<file path="src/rtl/zipdbg_sequencer_pkg.sv">
// Shared definitions for the ZipBones debug-port sequencer: ctrl word bit positions,
// debug port addresses, sequencer states and the single-transfer request record.
package zipdbg_sequencer_pkg;

   localparam int CTL_RESET  = 6;
   localparam int CTL_STEP   = 8;
   localparam int CTL_STALLN = 9;
   localparam int CTL_HALT   = 10;
   localparam int CTL_CLRPF  = 11;

   localparam logic ADDR_CTL  = 1'b0;
   localparam logic ADDR_DATA = 1'b1;

   // Bits this controller must never drive high in a ctrl write.
   localparam logic [31:0] CTL_NEVER_SET = (32'd1 << CTL_RESET) | (32'd1 << CTL_STEP)
                                         | (32'd1 << CTL_CLRPF);

   typedef enum logic [2:0] {
      ST_IDLE    = 3'd0,
      ST_RD_CTL  = 3'd1,
      ST_WR_HALT = 3'd2,
      ST_POLL    = 3'd3,
      ST_DATA    = 3'd4,
      ST_RESTORE = 3'd5,
      ST_DONE    = 3'd6
   } seq_state_t;

   typedef struct packed {
      logic        we;
      logic        addr;
      logic [31:0] data;
   } xact_req_t;

   function automatic logic [31:0] ctl_word(input logic halt, input logic [4:0] regn);
      logic [31:0] w;
      w           = {27'h0, regn};
      w[CTL_HALT] = halt;
      return w & ~CTL_NEVER_SET;
   endfunction

endpackage

</file>
<file path="src/rtl/zipdbg_sequencer_wbxact.sv">
// Single-transfer pipelined wishbone master: one stb per cyc, cyc held until ack,
// and a free-running timeout that abandons the transfer after 2^TIMEOUT_LG cycles.
module zipdbg_sequencer_wbxact
   import zipdbg_sequencer_pkg::*;
#(
   parameter int TIMEOUT_LG = 10
) (
   input  logic        i_clk,
   input  logic        i_rst,
   input  logic        start,
   input  xact_req_t   req,
   output logic        done,
   output logic        err,
   output logic [31:0] rdata,
   output logic        cyc,
   output logic        stb,
   output logic        bus_we,
   output logic        bus_addr,
   output logic [31:0] bus_wdata,
   input  logic        ack,
   input  logic        stall,
   input  logic [31:0] bus_rdata
);

   logic [TIMEOUT_LG-1:0] timer;
   logic                  timed_out;

   assign timed_out = &timer;

   // start is only honoured while idle, so done (cyc=0) always separates two transfers.
   always_ff @(posedge i_clk) begin
      if (i_rst) begin
         cyc       <= 1'b0;
         stb       <= 1'b0;
         done      <= 1'b0;
         err       <= 1'b0;
         rdata     <= '0;
         bus_we    <= 1'b0;
         bus_addr  <= 1'b0;
         bus_wdata <= '0;
         timer     <= '0;
      end else begin
         done <= 1'b0;
         err  <= 1'b0;
         if (!cyc) begin
            if (start) begin
               cyc       <= 1'b1;
               stb       <= 1'b1;
               bus_we    <= req.we;
               bus_addr  <= req.addr;
               bus_wdata <= req.data;
               timer     <= '0;
            end
         end else if (ack) begin
            cyc   <= 1'b0;
            stb   <= 1'b0;
            done  <= 1'b1;
            rdata <= bus_rdata;
         end else if (timed_out) begin
            cyc  <= 1'b0;
            stb  <= 1'b0;
            done <= 1'b1;
            err  <= 1'b1;
         end else begin
            timer <= timer + 1'b1;
            if (stb && !stall) stb <= 1'b0;
         end
      end
   end

endmodule

</file>
<file path="src/rtl/zipdbg_sequencer.sv">
// Debug-port sequencer: turns one host register read/write into the ZipBones bus sequence
// read ctrl, halt + select reg, poll ready, data access, optional resume.
module zipdbg_sequencer
   import zipdbg_sequencer_pkg::*;
#(
   parameter int TIMEOUT_LG = 10,
   parameter int POLL_MAX   = 15
) (
   input  logic        i_clk,
   input  logic        i_rst,
   input  logic        i_req,
   input  logic        i_req_we,
   input  logic [4:0]  i_req_reg,
   input  logic [31:0] i_req_data,
   input  logic        i_keep_halt,
   output logic        o_busy,
   output logic        o_done,
   output logic        o_err,
   output logic [31:0] o_rdata,
   output logic        o_dbg_cyc,
   output logic        o_dbg_stb,
   output logic        o_dbg_we,
   output logic        o_dbg_addr,
   output logic [31:0] o_dbg_data,
   input  logic        i_dbg_ack,
   input  logic        i_dbg_stall,
   input  logic [31:0] i_dbg_data,
   output seq_state_t  seq_state
);

   seq_state_t  state, next;
   logic        start;
   xact_req_t   xreq;
   logic        x_done, x_err, x_cyc, x_stb;
   logic [31:0] x_rdata;

   logic        req_we, keep_halt, was_halt, err_q;
   logic [4:0]  req_reg;
   logic [31:0] req_data, rdata_q;
   logic [3:0]  poll_cnt, poll_next;
   logic        poll_exhausted, accept, resume;

   assign accept         = i_req && (state == ST_IDLE || state == ST_DONE);
   assign resume         = !was_halt && !keep_halt;
   assign poll_next      = poll_cnt + 4'd1;
   assign poll_exhausted = (poll_next == 4'(POLL_MAX));

   always_comb begin
      next  = state;
      start = 1'b0;
      case (state)
         ST_IDLE, ST_DONE: begin
            next = ST_IDLE;
            if (accept) begin
               next  = ST_RD_CTL;
               start = 1'b1;
            end
         end
         ST_RD_CTL: if (x_done) begin
            if (x_err) next = ST_DONE;
            else begin
               next  = ST_WR_HALT;
               start = 1'b1;
            end
         end
         ST_WR_HALT: if (x_done) begin
            if (x_err) next = ST_DONE;
            else begin
               next  = ST_POLL;
               start = 1'b1;
            end
         end
         ST_POLL: if (x_done) begin
            if (x_err) next = ST_DONE;
            else if (x_rdata[CTL_STALLN]) begin
               next  = ST_DATA;
               start = 1'b1;
            end else if (poll_exhausted) next = ST_DONE;
            else start = 1'b1;
         end
         ST_DATA: if (x_done) begin
            if (x_err) next = ST_DONE;
            else if (resume) begin
               next  = ST_RESTORE;
               start = 1'b1;
            end else next = ST_DONE;
         end
         ST_RESTORE: if (x_done) next = ST_DONE;
         default: next = ST_IDLE;
      endcase
   end

   // Transfer fields follow the state being entered, so they are valid alongside start.
   always_comb begin
      xreq.we   = 1'b0;
      xreq.addr = ADDR_CTL;
      xreq.data = '0;
      case (next)
         ST_WR_HALT: begin
            xreq.we   = 1'b1;
            xreq.data = ctl_word(1'b1, req_reg);
         end
         ST_DATA: begin
            xreq.we   = req_we;
            xreq.addr = ADDR_DATA;
            xreq.data = req_data;
         end
         ST_RESTORE: begin
            xreq.we   = 1'b1;
            xreq.data = ctl_word(1'b0, req_reg);
         end
         default: ;
      endcase
   end

   always_ff @(posedge i_clk) begin
      if (i_rst) begin
         state     <= ST_IDLE;
         req_we    <= 1'b0;
         req_reg   <= '0;
         req_data  <= '0;
         keep_halt <= 1'b0;
         was_halt  <= 1'b0;
         poll_cnt  <= '0;
         err_q     <= 1'b0;
         rdata_q   <= '0;
      end else begin
         state <= next;
         if (accept) begin
            req_we    <= i_req_we;
            req_reg   <= i_req_reg;
            req_data  <= i_req_data;
            keep_halt <= i_keep_halt;
            was_halt  <= 1'b0;
            poll_cnt  <= '0;
            err_q     <= 1'b0;
         end
         if (x_done) begin
            if (x_err) err_q <= 1'b1;
            else begin
               case (state)
                  ST_RD_CTL: was_halt <= x_rdata[CTL_HALT];
                  ST_POLL: if (!x_rdata[CTL_STALLN]) begin
                     poll_cnt <= poll_next;
                     if (poll_exhausted) err_q <= 1'b1;
                  end
                  ST_DATA: if (!req_we) rdata_q <= x_rdata;
                  default: ;
               endcase
            end
         end
      end
   end

   zipdbg_sequencer_wbxact #(.TIMEOUT_LG(TIMEOUT_LG)) u_xact (
      .i_clk     (i_clk),
      .i_rst     (i_rst),
      .start     (start),
      .req       (xreq),
      .done      (x_done),
      .err       (x_err),
      .rdata     (x_rdata),
      .cyc       (x_cyc),
      .stb       (x_stb),
      .bus_we    (o_dbg_we),
      .bus_addr  (o_dbg_addr),
      .bus_wdata (o_dbg_data),
      .ack       (i_dbg_ack),
      .stall     (i_dbg_stall),
      .bus_rdata (i_dbg_data)
   );

   // Reset drops the bus cycle in the same clock it is asserted.
   assign o_dbg_cyc = x_cyc && !i_rst;
   assign o_dbg_stb = x_stb && !i_rst;
   assign o_busy    = (state != ST_IDLE) && (state != ST_DONE);
   assign o_done    = (state == ST_DONE);
   assign o_err     = o_done && err_q;
   assign o_rdata   = rdata_q;
   assign seq_state = state;

endmodule

</file>
<file path="config.mk">
export PLATFORM = sky130hd
export DESIGN_NAME = zipdbg_sequencer
export DESIGN_NICKNAME = d
export VERILOG_FILES = /design/src/rtl/zipdbg_sequencer_pkg.sv /design/src/rtl/zipdbg_sequencer_wbxact.sv /design/src/rtl/zipdbg_sequencer.sv
export SDC_FILE = /design/constraint.sdc
export NUM_CORES = 1
export LEC_CHECK = 0
export BUFFER_PORTS_ARGS = -buffer_cell sky130_fd_sc_hd__buf_2
export CAP_MARGIN = 10
export CORE_MARGIN = 2
export CORE_UTILIZATION = 53
export CTS_CLUSTER_SIZE = 10
export DETAILED_ROUTE_END_ITERATION = 8
export PLACE_DENSITY_LB_ADDON = 0.12
export REMOVE_ABC_BUFFERS = 1
export SKIP_CTS_REPAIR_TIMING = 1
export SYNTH_ARGS = -nofsm -noshare
export SYNTH_HDL_FRONTEND = slang
export SYNTH_SLANG_ARGS = --single-unit
</file>
<file path="constraint.sdc">
create_clock -name i_clk -period 2.7 [get_ports i_clk]
set_input_delay 0.135 -clock i_clk [delete_from_list [all_inputs] [get_ports i_clk]]
set_output_delay 0.135 -clock i_clk [all_outputs]
set_load 0.01 [all_outputs]
</file>
# Word-level counts from Yosys, hierarchy flattened
# Index checks and enable logic that the tools add are counted.
dict set report classes {
  mux 58
  eq_ne 14
  bitwise_logic 3
  add_sub_neg 2
  n_reduce_logical 26
}
# cell count
set ops {}
lappend ops {{$pmux W32 S3} 1}
lappend ops {{$mux W10} 4}
lappend ops {{$mux W1} 33}
lappend ops {{$mux W3} 10}
lappend ops {{$mux W4} 5}
lappend ops {{$pmux W3 S6} 1}
lappend ops {{$eq A3 B3 Y1 const B} 5}
lappend ops {{$add A10 B1 Y10 const B} 1}
lappend ops {{$reduce_and A10 Y1} 1}
lappend ops {{$eq A3 B2 Y1 const B} 3}
lappend ops {{$reduce_or A2 Y1} 4}
lappend ops {{$logic_and A1 B1 Y1} 7}
lappend ops {{$reduce_and A2 Y1} 3}
lappend ops {{$add A4 B1 Y4 const B} 1}
lappend ops {{$eq A4 B4 Y1 const B} 1}
lappend ops {{$logic_not A1 Y1} 4}
lappend ops {{$mux W2} 2}
lappend ops {{$ne A2 B2 Y1 const B} 2}
lappend ops {{$ne A4 B4 Y1 const B} 1}
lappend ops {{$pmux W1 S4} 1}
lappend ops {{$reduce_and A4 Y1} 1}
lappend ops {{$eq A3 B1 Y1 const B} 1}
lappend ops {{$logic_not A3 Y1} 1}
lappend ops {{$ne A3 B3 Y1 const B} 1}
lappend ops {{other kinds (7)} 9}
dict set report totals {
  output_inout_bits 74
  reg_bits 160
}

# Logic depth before layout (Yosys ltp)
# Gate-level depths: netlist of run 1.
dict set report depth {
  depth_word 10
  depth_mapped 10
}

# By module
# A second synthesis of run 1 with hierarchy kept.
dict set report unflattened {
  hier_cells 814
  area_unflattened_um2 6329.8
}
# mod seq_area_each_um2 n_inst cells_each area_per_inst_um2
set by_module_without_submodules {}
lappend by_module_without_submodules {zipdbg_sequencer 1601.5 1 449 3399.5}
lappend by_module_without_submodules {zipdbg_sequencer_wbxact 1601.5 1 365 2930.3}

# Least setup slack after synthesis of run 1
# OpenSTA, ideal clock, no wires.
dict set report synth_timing {
  path_type {register -> register}
  startpoint {register poll_cnt[0]}
  endpoint {register u_xact.bus_wdata[4]}
  slack_ns 0.488
  setup_ns 0.122
  t_required_ns 2.578
  stages_incl_launch_ff 10
  arrival_time_ns 2.090
  n_path_buf 1
  cell_sequence {dfxtp_1 inv_1 ha_1 and4b_1 a2111oi_4 a2bb2oi_2 nor2b_1 buf_2 and2_1 a221o_1}
}
dict set report synth_via {
  elab_chain_len 9
}
# item line_no
set synth_rtl {}
lappend synth_rtl {{start, declared} zipdbg_sequencer.sv:40} ;# logic [3:0] poll_cnt, poll_next;
lappend synth_rtl {{start signal, assigned} zipdbg_sequencer.sv:144} ;# poll_cnt <= poll_next;
lappend synth_rtl {{$add A4 B1 Y4 *} zipdbg_sequencer.sv:45} ;# assign poll_next = poll_cnt + 4'd1;
lappend synth_rtl {{$eq A4 B4 Y1 *} zipdbg_sequencer.sv:46} ;# assign poll_exhausted = (poll_next == 4'(POLL_MAX));
lappend synth_rtl {{$mux W3} zipdbg_sequencer.sv:78} ;# end else if (poll_exhausted) next = ST_DONE;
lappend synth_rtl {{$mux W3} zipdbg_sequencer.sv:75} ;# else if (x_rdata[CTL_STALLN]) begin
lappend synth_rtl {{$mux W3} zipdbg_sequencer.sv:74} ;# if (x_err) next = ST_DONE;
lappend synth_rtl {{$mux W3} zipdbg_sequencer.sv:73} ;# ST_POLL: if (x_done) begin
lappend synth_rtl {{$pmux W3 S6} zipdbg_sequencer.sv:51} ;# case (state)
lappend synth_rtl {{$eq A3 B3 Y1 or $eq A3 B2 Y1 (tied branches)} zipdbg_sequencer.sv:98} ;# case (next)
lappend synth_rtl {{$pmux W32 S3} zipdbg_sequencer.sv:98}
lappend synth_rtl {{end signal, assigned} zipdbg_sequencer_wbxact.sv:51} ;# bus_wdata <= req.data;
lappend synth_rtl {{end, declared} zipdbg_sequencer_wbxact.sv:19} ;# output logic [31:0] bus_wdata,
# Mark *: on every way between the ends. The rest lies on a longest branch, timed or not.
# A chain may end at the register's enable or synchronous reset.

# Worst setup path after layout of run 1
dict set report layout_timing {
  startpoint {register poll_cnt[0]}
  endpoint {register u_xact.timer[0]}
}
dict set report layout_via {
  elab_chain_len 9
}
# item line_no
set layout_rtl {}
lappend layout_rtl {{$add A4 B1 Y4} zipdbg_sequencer.sv:45}
lappend layout_rtl {{$eq A4 B4 Y1} zipdbg_sequencer.sv:46}
lappend layout_rtl {{$mux W1} zipdbg_sequencer.sv:78}
lappend layout_rtl {{$mux W1} zipdbg_sequencer.sv:75}
lappend layout_rtl {{$mux W1} zipdbg_sequencer.sv:74}
lappend layout_rtl {{$mux W1} zipdbg_sequencer.sv:73}
lappend layout_rtl {{$pmux W1 S4} zipdbg_sequencer.sv:51}
lappend layout_rtl {{$reduce_bool A2 Y1 (no source line)} -}
lappend layout_rtl {{$reduce_and A3 Y1 (no source line)} -}
lappend layout_rtl {{end signal, assigned} zipdbg_sequencer_wbxact.sv:65} ;# timer <= timer + 1'b1;
lappend layout_rtl {{end, declared} zipdbg_sequencer_wbxact.sv:25} ;# logic [TIMEOUT_LG-1:0] timer;
# Every way passes these cells.

==> results of run 1 <==
==> where the power goes <==
group	internal, W	switching, W
Combinational	0.000205	0.000249
Clock	0.00150	0.000894
Sequential	0.00243	0.0000440
==> cells in the mapped netlist (5+ instances only) <==
library cell	instances
xnor2_1	7
inv_1	5
buf_2	10
nand3_1	10
nand2_1	221
nor2_1	29
a22o_1	26
and3_1	5
dfxtp_1	160
clkbuf_1	37
nand2b_1	6
nor2b_1	12
and2_1	9
a221o_1	5
a21oi_1	111
==> worst min path at each step <==
stage                     slack, ps  depth (start not counted)      startpoint               to
final                           -40                          3   i_dbg_data[6]  u_xact.rdata[6]
after global routing            0.2                          3  i_req_data[28]     req_data[28]
after CTS                       -60                          3   i_dbg_data[7]  u_xact.rdata[7]
after detailed placement        380                          3   i_dbg_data[7]  u_xact.rdata[7]
after global placement          380                          3    i_req_reg[4]       req_reg[4]
after floorplan                 200                          1           i_rst            err_q
==> placed cells by master, fill, tap and decap left out, types with 2 or more instances in the layout <==
| cell type | Yosys | routed |
|---|---|---|
| and3b_1 | 3 | 3 |
| dlygate4sd3_1 | 0 | 69 |
| nand3b_1 | 3 | 3 |
| a2111oi_4 | 4 | 4 |
| and2_1 | 9 | 9 |
| clkinv_4 | 0 | 2 |
| and4b_1 | 2 | 2 |
| buf_2 | 10 | 148 |
| o31ai_1 | 2 | 2 |
| dfxtp_1 | 160 | 160 |
| bufinv_16 | 0 | 3 |
| o211ai_1 | 2 | 2 |
| mux2i_1 | 2 | 2 |
| o21ai_0 | 4 | 4 |
| and3_1 | 5 | 5 |
| a2111oi_1 | 2 | 2 |
| buf_4 | 1 | 16 |
| ha_1 | 3 | 3 |
| nor4_1 | 2 | 2 |
| a21boi_0 | 2 | 2 |
| nand2_1 | 221 | 221 |
| clkbuf_1 | 37 | 4 |
| a21bo_2 | 2 | 2 |
| nor2_1 | 29 | 29 |
| nor3b_1 | 2 | 2 |
| a221o_1 | 5 | 5 |
| a311oi_1 | 3 | 3 |
| nor3_1 | 3 | 3 |
| a22o_1 | 26 | 26 |
| clkbuf_16 | 0 | 17 |
| nand3_1 | 10 | 10 |
| a221oi_1 | 2 | 2 |
| a21oi_1 | 111 | 111 |
| clkbuf_8 | 0 | 2 |
| a31oi_1 | 2 | 2 |
| xnor2_1 | 7 | 7 |
| a211oi_1 | 3 | 3 |
| inv_1 | 5 | 5 |
| nor2b_1 | 12 | 11 |
| nand2b_1 | 6 | 6 |
==> worst max-delay path, stage by stage (launching register included) <==
cell	delay [ps]
dfxtp_1	410
inv_1	70
ha_1	260
and4b_1	260
a2111oi_4	370
a2bb2oi_2	120
buf_4	210
a21oi_1	390
mux2i_1	250
nor2_1	50
==> stage by stage <==
| stage | cell area, µm² | setup WS (ps) | total power [W] | hold WS (ps) | util |
|---|---|---|---|---|---|
| 6_report | 8300 | 190 | 0.00533 | -35.0 | 0.727 |
| 5_1_grt | 8300 | 40.0 | 0.00553 | 0.210 | 0.727 |
| 4_1_cts | 7610 | 204 | 0.00529 | -62.8 | 0.666 |
| 3_5_place_dp | 7010 | 209 | 0.00290 | 383 | 0.614 |
| 3_3_place_gp | 7010 | 327 | 0.00289 | 376 | 0.614 |
| 2_1_floorplan | 5950 | -456 | 0.00272 | 204 | - |
==> logic make-up (layout without fill, tap and decap cells) <==
family	after synthesis	count (layout)	share of synthesized area
and+or+nand+nor	314	314	0.220
adders and majority gates	3	3	0.00606
DFF	160	160	0.517
AOI/OAI and AO/OA	182	182	0.202
buffers and inverters	58	270	0.0416
xor gates and xnor gates	7	7	0.00991
muxes	2	2	0.00323
==> cell type report <==
cell class / count / area [µm²] / share of cell area
inverters: 5 / 18.8 / 0.00226
clock inverters: 8 / 129 / 0.0155
flip-flops and latches: 160 / 3200 / 0.386
multi-input cells: 508 / 2730 / 0.329
well taps: 143 / 179 / 0.0216
clock buffers: 23 / 468 / 0.0564
repair buffers: 234 / 1570 / 0.189
==> metal layers <==
layer / global-route usage / part of all wire / vias up
met5: 0 / 0 / -
met4: 0.0821 / 0.013 / 0
met3: 0.0632 / 0.066 / 24
met2: 0.383 / 0.48 / 207
met1: 0.296 / 0.44 / 2675
li1: - / - / 2871
==> impl_metrics.py, run 1 <==
metrics = {
    "cts": {
        "cts_root_buffer": "clkbuf_16",
        "cts_tree": "built",
        "clkTransAtPathRegs_ps": 60,
        "cts_buffers": 17,
        "cts_sinks": 160,
        "cts_buffer_depth": 2,
        "htree_levels": 4,
        "clkLatencyLatePin_ps": 410,
    },
    "floorplanning": {
        "pin_count": 150,
        "die_h_um": 112,
        "fp.dieW_um": 112,
        "start_util": 0.542,
        "coreArea_mm2": 0.0114,
        "dieArea_mm2": 0.0126,
        "row_count": 39,
    },
    "timing": {
        "setup_violations": 0,
        "tightest_slew_ps": 921,
        "hold_slack_ps": -35.0,
        "skew_ps": 7.23,
        "fin_crit_sh": 0.930,
        "hold_viol": 2,
        "slew_headroom": 0.386,
        "rsz0062_at_grt": "no",
        "setup_tns_ps": 0,
        "fmax_ghz": 0.398,
        "period_minus_slack_ps": 2510,
        "drv_slew": 0,
    },
    "final_layout": {
        "fin_nets": 1005,
        "fillCellCount": 869,
        "area_growth_syn_to_layout_pct": 34.1,
        "final_cells": 1081,
        "antenna_cells": 0,
        "drive_gt1_frac": 0.220,
    },
    "global_routing": {
        "grt_max_degree": 94,
        "grtUsageTotal": 0.232,
        "grt_pass1_vias": 5043,
        "antenna_found_initial": 0,
        "grt_overflow": 0,
        "grt_pass1_wl_um": 23900,
    },
    "logic_synthesis": {
        "synth_warnings": 0,
        "ys_types": 57,
        "synth-edff-count": 0,
        "syn_area_mm2": 0.00619,
        "synth_ff_type": "dfxtp_1",
        "ys_ff_latch": 160,
        "avgSynthCellArea_um2": 8.53,
        "synth_async_sr_flop_share": 0,
        "yosys.area.top_type": "dfxtp_1",
        "yosysSeqAreaShare": 0.517,
        "synth_top_cell_area_share": 0.517,
        "ys_top_cells_by_area": "dfxtp_1, nand2_1, a21oi_1",
        "netlist_instances": 726,
    },
    "flow_run": {
        "cap_violations": 0,
    },
    "placed_design": {
        "dpl.hpwl_um": 9650,
        "portBuffers": 149,
        "gp_congestion": 0.872,
        "placed_cells": 981,
    },
    "worst_setup_path": {
        "cp-start-kind": "flip-flop",
        "cp-endpoint": "u_xact.timer[0]",
        "reg2reg_slack_ps": 190,
        "critPathLaunch": "poll_cnt[0]",
        "required_ps": 2990,
        "worst-setup-path-type": "flip-flop to flip-flop",
        "path_max_fanout": 10,
        "end_kind": "flip-flop",
        "reg2reg_from": "poll_cnt[0]",
        "r2r_cells": 9,
        "r2r_end": "u_xact.timer[0]",
        "critPathArrivalTime_ps": 2800,
    },
    "drt": {
        "via_count": 5777,
        "drtIter0Drc": 470,
        "via_per_inst": 5.34,
        "wl_per_cell_um": 14.4,
        "ant_nets": 0,
        "dr.pass1.iters": 5,
        "totalWireLength_um": 15500,
        "route.detailed.drc": 0,
    },
    "power_and_ir_drop": {
        "peakVddDrop_mv": 0.524,
        "p_leak_nw": 3.44,
        "power_density_mw_per_mm2": 642,
    },
    "worst_hold_path": {
        "hold_path.class": "input pin to flip-flop",
    },
    "run_status": {
        "status": "finished, violations left",
        "violations": "hold timing",
    },
}
(Power assumes the default switching activity.)
==> run 2: changes to the inputs <==
--- a/config.mk
+++ b/config.mk
@@ -6,7 +6,7 @@
 export NUM_CORES = 1
 export LEC_CHECK = 0
 export BUFFER_PORTS_ARGS = -buffer_cell sky130_fd_sc_hd__buf_2
-export CAP_MARGIN = 10
+export CAP_MARGIN = 15
 export CORE_MARGIN = 2
 export CORE_UTILIZATION = 53
 export CTS_CLUSTER_SIZE = 10
@@ -16,4 +16,5 @@
 export SKIP_CTS_REPAIR_TIMING = 1
 export SYNTH_ARGS = -nofsm -noshare
 export SYNTH_HDL_FRONTEND = slang
+export SYNTH_HIERARCHICAL = 1
 export SYNTH_SLANG_ARGS = --single-unit
==> impl_metrics.py, run 2 <==
metrics = {
    "run_status": {
        "status": "finished, violations left",
        "violations": "hold timing",
    },
    "worst_hold_path": {
        "hold_path.class": "input pin to flip-flop",
        "hp-start": "i_dbg_data[17]",
    },
    "cts": {
        "cts_root_buffer": "clkbuf_16",
        "clkTransAtPathRegs_ps": 60,
        "cts_buffer_depth": 2,
        "htree_levels": 4,
        "cts_tree": "built",
        "clkLatencyLatePin_ps": 420,
        "cts_sinks": 160,
        "cts_buffers": 17,
    },
    "timing": {
        "tightest_slew_ps": 598,
        "hold_viol": 1,
        "fin_crit_sh": 0.930,
        "period_minus_slack_ps": 2510,
        "fmax_ghz": 0.398,
        "rsz0062_at_grt": "no",
        "setup_violations": 0,
        "hold_slack_ps": -1.38,
        "slew_headroom": 0.601,
        "fin_ws_ps": 189,
        "skew_ps": 5.77,
        "drv_slew": 0,
    },
    "drt": {
        "wl_per_cell_um": 14.2,
        "totalWireLength_um": 16600,
        "via_count": 6186,
        "route.detailed.drc": 0,
        "drtIter0Drc": 599,
        "ant_nets": 0,
        "via_per_inst": 5.29,
        "dr.pass1.iters": 7,
    },
    "final_layout": {
        "utilization": 0.738,
        "seq_area_mm2": 0.00320,
        "area_growth_syn_to_layout_pct": 34.4,
        "mostFrequentLayoutCells": "nand2_1, dfxtp_1, a21oi_1",
        "final_common_cell": "nand2_1",
        "final_cells": 1169,
        "drive_gt1_frac": 0.201,
        "design_area_mm2": 0.00850,
        "fin_nets": 1093,
        "antenna_cells": 0,
        "multiInputGateArea_mm2": 0.00287,
        "fillCellCount": 858,
    },
    "worst_setup_path": {
        "reg2reg_slack_ps": 190,
        "cp-endpoint": "u_xact/bus_wdata[1]",
        "end_kind": "flip-flop",
        "reg2reg_from": "poll_cnt[1]",
        "cp-start-kind": "flip-flop",
        "worst-setup-path-type": "flip-flop to flip-flop",
        "r2r_cells": 9,
        "critPathLaunch": "poll_cnt[1]",
        "path_max_fanout": 5,
        "critPathArrivalTime_ps": 2850,
        "required_ps": 3040,
        "r2r_end": "u_xact/bus_wdata[1]",
    },
    "global_routing": {
        "grtUsageTotal": 0.241,
        "grt_overflow": 0,
        "grt_pass1_vias": 5275,
        "antenna_found_initial": 0,
        "grt_pass1_wl_um": 25000,
        "grt_max_degree": 71,
    },
    "logic_synthesis": {
        "netlist_instances": 814,
        "yosysMostFrequentCell": "nand2_1",
        "ys_types": 53,
        "syn_area_mm2": 0.00633,
        "synth_ff_type": "dfxtp_1",
        "synth_common_cells": "nand2_1, dfxtp_1, a21oi_1",
        "synth-edff-count": 0,
        "synth_warnings": 6,
        "synth_top_cell_area_share": 0.506,
        "yosys.area.top_type": "dfxtp_1",
        "yosysSeqAreaShare": 0.506,
        "ys_ff_latch": 160,
        "ys_top_cells_by_area": "dfxtp_1, nand2_1, a21oi_1",
        "synth_async_sr_flop_share": 0,
        "avgSynthCellArea_um2": 7.78,
    },
    "placed_design": {
        "placed_cells": 1066,
        "dpl_cell_area_mm2": 0.00719,
        "pre_cts_ws_ps": -130,
        "gp_congestion": 0.886,
        "dpl.hpwl_um": 9970,
        "portBuffers": 149,
    },
    "power_and_ir_drop": {
        "p_leak_nw": 3.39,
        "power_density_mw_per_mm2": 624,
        "peakVddDrop_mv": 0.461,
    },
    "floorplanning": {
        "fp.dieW_um": 113,
        "row_count": 39,
        "coreArea_mm2": 0.0115,
        "pin_count": 150,
        "start_util": 0.550,
        "dieArea_mm2": 0.0128,
        "die_h_um": 113,
    },
    "flow_run": {
        "cap_violations": 0,
    },
}
[run 2: worst max-delay path, cell delays in order (launching register included)]
cell	delay, ps
dfxtp_1	350
ha_1	220
nor2b_1	160
a311o_1	390
a22o_1	280
or3_4	430
mux2i_4	230
a22o_1	170
nand2_1	50
a21oi_1	140
[run 2: worst min path at each step]
stage	endpoint	slack, ps	depth (start not counted)
after global routing	u_xact/rdata[17]	-0.8	3
after global placement	req_data[22]	380	3
after CTS	req_data[12]	-60	3
after detailed placement	req_data[12]	380	3
final	u_xact/rdata[17]	-1	3
after floorplan	err_q	200	1
[run 2: area by class of cell]
class | instances | area share
Inverter | 10 | 0.00441
Sequential cell | 160 | 0.377
Timing Repair Buffer | 238 | 0.191
Tap cell | 143 | 0.0210
Clock buffer | 22 | 0.0534
Multi-Input combinational cell | 587 | 0.337
Clock inverter | 9 | 0.0159
[run 2: power breakdown]
group          internal, W  leakage (nW)  total, W  switching, W
registers          0.00243          1.30   0.00246     0.0000392
logic             0.000200          1.82  0.000448      0.000248
clock network      0.00147         0.276   0.00239      0.000918
[run 2: kinds of logic after synthesis]
| family | after synthesis | share of synthesized area |
|---|---|---|
| and+or+nand+nor | 383 | 0.264 |
| AOI/OAI and AO/OA | 198 | 0.175 |
| DFF | 160 | 0.506 |
| buffers and inverters | 67 | 0.0433 |
| adders and majority gates | 3 | 0.00593 |
| xor gates and xnor gates | 2 | 0.00277 |
| muxes | 1 | 0.00356 |
[run 2: stage by stage]
stage / TNS (ps) / power [W]
6_report: 0 / 0.00530
3_5_place_dp: -3360 / 0.00288
3_3_place_gp: 0 / 0.00287
5_1_grt: 0 / 0.00550
4_1_cts: -4110 / 0.00525
2_1_floorplan: -22050 / 0.00268
[run 2: per-layer routing]
metal  global-route usage  vias to the layer above  share of wire
li1                     -                     3097              -
met1                0.316                     2861           0.44
met2                0.392                      208           0.49
met3               0.0589                       20          0.061
met4               0.0846                        0          0.013
met5                    0                        -              0
==> run 3: changes to the inputs <==
--- a/config.mk
+++ b/config.mk
@@ -5,10 +5,11 @@
 export SDC_FILE = /design/constraint.sdc
 export NUM_CORES = 1
 export LEC_CHECK = 0
+export ABC_CLOCK_PERIOD_IN_PS = 2200
 export BUFFER_PORTS_ARGS = -buffer_cell sky130_fd_sc_hd__buf_2
 export CAP_MARGIN = 15
 export CORE_MARGIN = 2
-export CORE_UTILIZATION = 53
+export CORE_UTILIZATION = 48
 export CTS_CLUSTER_SIZE = 10
 export DETAILED_ROUTE_END_ITERATION = 8
 export PLACE_DENSITY_LB_ADDON = 0.12
==> constraint.sdc (replaced) <==
create_clock -name i_clk -period 2.2 [get_ports i_clk]
set_input_delay 0.11 -clock i_clk [delete_from_list [all_inputs] [get_ports i_clk]]
set_output_delay 0.11 -clock i_clk [all_outputs]
set_load 0.01 [all_outputs]
==> impl_metrics.py, run 3 (synthesized netlist as in run 2, its figures left out) <==
metrics = {
    "drt": {
        "via_count": 6412,
        "totalWireLength_um": 18300,
        "via_per_inst": 5.24,
        "dr.pass1.iters": 6,
        "wl_per_cell_um": 14.9,
        "route.detailed.drc": 0,
        "ant_nets": 0,
        "drtIter0Drc": 500,
    },
    "final_layout": {
        "fin_nets": 1121,
        "mostFrequentLayoutCells": "nand2_1, dfxtp_1, buf_2",
        "drive_gt1_frac": 0.241,
        "fillCellCount": 1036,
        "antenna_cells": 0,
        "final_common_cell": "nand2_1",
        "area_growth_syn_to_layout_pct": 42.6,
        "utilization": 0.709,
    },
    "global_routing": {
        "gr-max-usage-layer": "met2",
        "grt_use_met1": 0.276,
        "use_met2": 0.365,
        "grtUsageTotal": 0.219,
        "antenna_found_initial": 0,
        "grt_pass1_vias": 5539,
        "grt_pass1_wl_um": 25400,
        "grt_overflow": 0,
        "use_met3": 0.0560,
        "grt_max_degree": 77,
    },
    "floorplanning": {
        "pin_count": 150,
        "row_count": 41,
        "coreArea_mm2": 0.0127,
        "start_util": 0.498,
        "fp.dieW_um": 119,
        "die_h_um": 119,
        "dieArea_mm2": 0.0141,
    },
    "power_and_ir_drop": {
        "p_leak_nw": 3.61,
        "power_density_mw_per_mm2": 723,
        "peakVddDrop_mv": 0.470,
    },
    "timing": {
        "skew_ps": 7.13,
        "tightest_slew_ps": 637,
        "fin_ws_ps": -91.1,
        "period_minus_slack_ps": 2290,
        "hold_slack_ps": 81.8,
        "setup_violations": 36,
        "drv_slew": 0,
        "fin_crit_sh": 1.04,
        "fmax_ghz": 0.436,
        "slew_headroom": 0.576,
        "rsz0062_at_grt": "yes",
        "hold_viol": 0,
    },
    "worst_setup_path": {
        "crit_path_top_delay_cell": "dfxtp_4",
        "path_max_fanout": 5,
        "cp-start-kind": "flip-flop",
        "cpPeakStageDelay_ps": 360,
        "r2r_cells": 9,
        "required_ps": 2550,
        "end_kind": "flip-flop",
        "cp_common_cell": "a22o_1",
        "path_cells": "buf_6, ha_4, a311o_1, a22o_1, or3_4, mux2i_4, a22o_1, nand2_1, a21oi_2",
        "critPathArrivalTime_ps": 2640,
        "worst-setup-path-type": "flip-flop to flip-flop",
    },
    "placed_design": {
        "portBuffers": 149,
        "dpl.hpwl_um": 10300,
        "gp_congestion": 0.865,
    },
    "cts": {
        "clkLatencyLatePin_ps": 420,
        "cts_buffers": 17,
        "cts_buffer_depth": 2,
        "cts_root_buffer": "clkbuf_16",
        "htree_levels": 4,
        "clkTransAtPathRegs_ps": 60,
        "cts_tree": "built",
        "cts_sinks": 160,
    },
    "worst_hold_path": {
        "hold_path.class": "input pin to flip-flop",
        "holdPathStages": 3,
    },
    "run_status": {
        "violations": "setup timing",
        "status": "finished, violations left",
    },
    "flow_run": {
        "cap_violations": 0,
    },
}
==> run 3: cell types whose count changed in the layout (fill, tap and decap cells not counted), moves of 3 or more <==
cell       before  now
buf_6           0    4
a21oi_1       151  142
clkbuf_16      17   24
a21oi_2         0    9
buf_12          2    5
clkinv_2        1    4
dfxtp_1       160  156
buf_4          16   28
==> run 3: final timing paths <==
check	from	endpoint	slack (ps)
worst max-delay path	poll_cnt[1]	u_xact/bus_wdata[0]	-90
worst max register to register	poll_cnt[1]	u_xact/bus_wdata[0]	-90
worst min-delay path	i_dbg_ack	u_xact/done	80
worst min register to register	req_data[13]	req_data[13]	450
==> run 3: worst max-delay path: cells and delay by family, from the launching register on <==
kind	cells	cell delay, ps
flops	1	360
compound gates	4	950
simple gates	2	420
mux	1	240
buf+inv	1	130
fa+ha+maj	1	150
==> run 3: layout make-up <==
class | instances | area, µm² | area share
repair buffers | 265 | 2010 | 0.222
clock inverters | 7 | 87.6 | 0.00970
inverters | 10 | 37.5 | 0.00416
well taps | 172 | 215 | 0.0238
flip-flops and latches | 160 | 3210 | 0.356
clock buffers | 22 | 464 | 0.0514
multi-input cells | 588 | 3000 | 0.333
==> run 3: routing by layer <==
metal / vias to the layer above / wire length, µm
li1: 3158 / -
met3: 37 / 1320
met4: 0 / 347
met2: 270 / 8850
met5: - / 0
met1: 2947 / 7730
==> run 3: power breakdown <==
group / switching [W] / internal, W / total [W]
Clock: 0.00111 / 0.00170 / 0.00281
Sequential: 0.0000469 / 0.00297 / 0.00302
Combinational: 0.000357 / 0.000332 / 0.000689
Total: 0.00151 / 0.00501 / 0.00652
==> run 3: metrics by stage <==
stage                     cell area [µm²]  worst slack (ps)  setup TNS, ps  std cells  power, W
after floorplan                      6090             -1020         -72950        757   0.00329
after global placement               7370             -62.3           -261       1109   0.00354
after detailed placement             7370              -162          -2100       1109   0.00355
after CTS                            7920              -176          -2520       1138   0.00633
after global routing                 9030              -179          -4730       1224   0.00674
final                                9030             -91.1          -1430       1224   0.00652
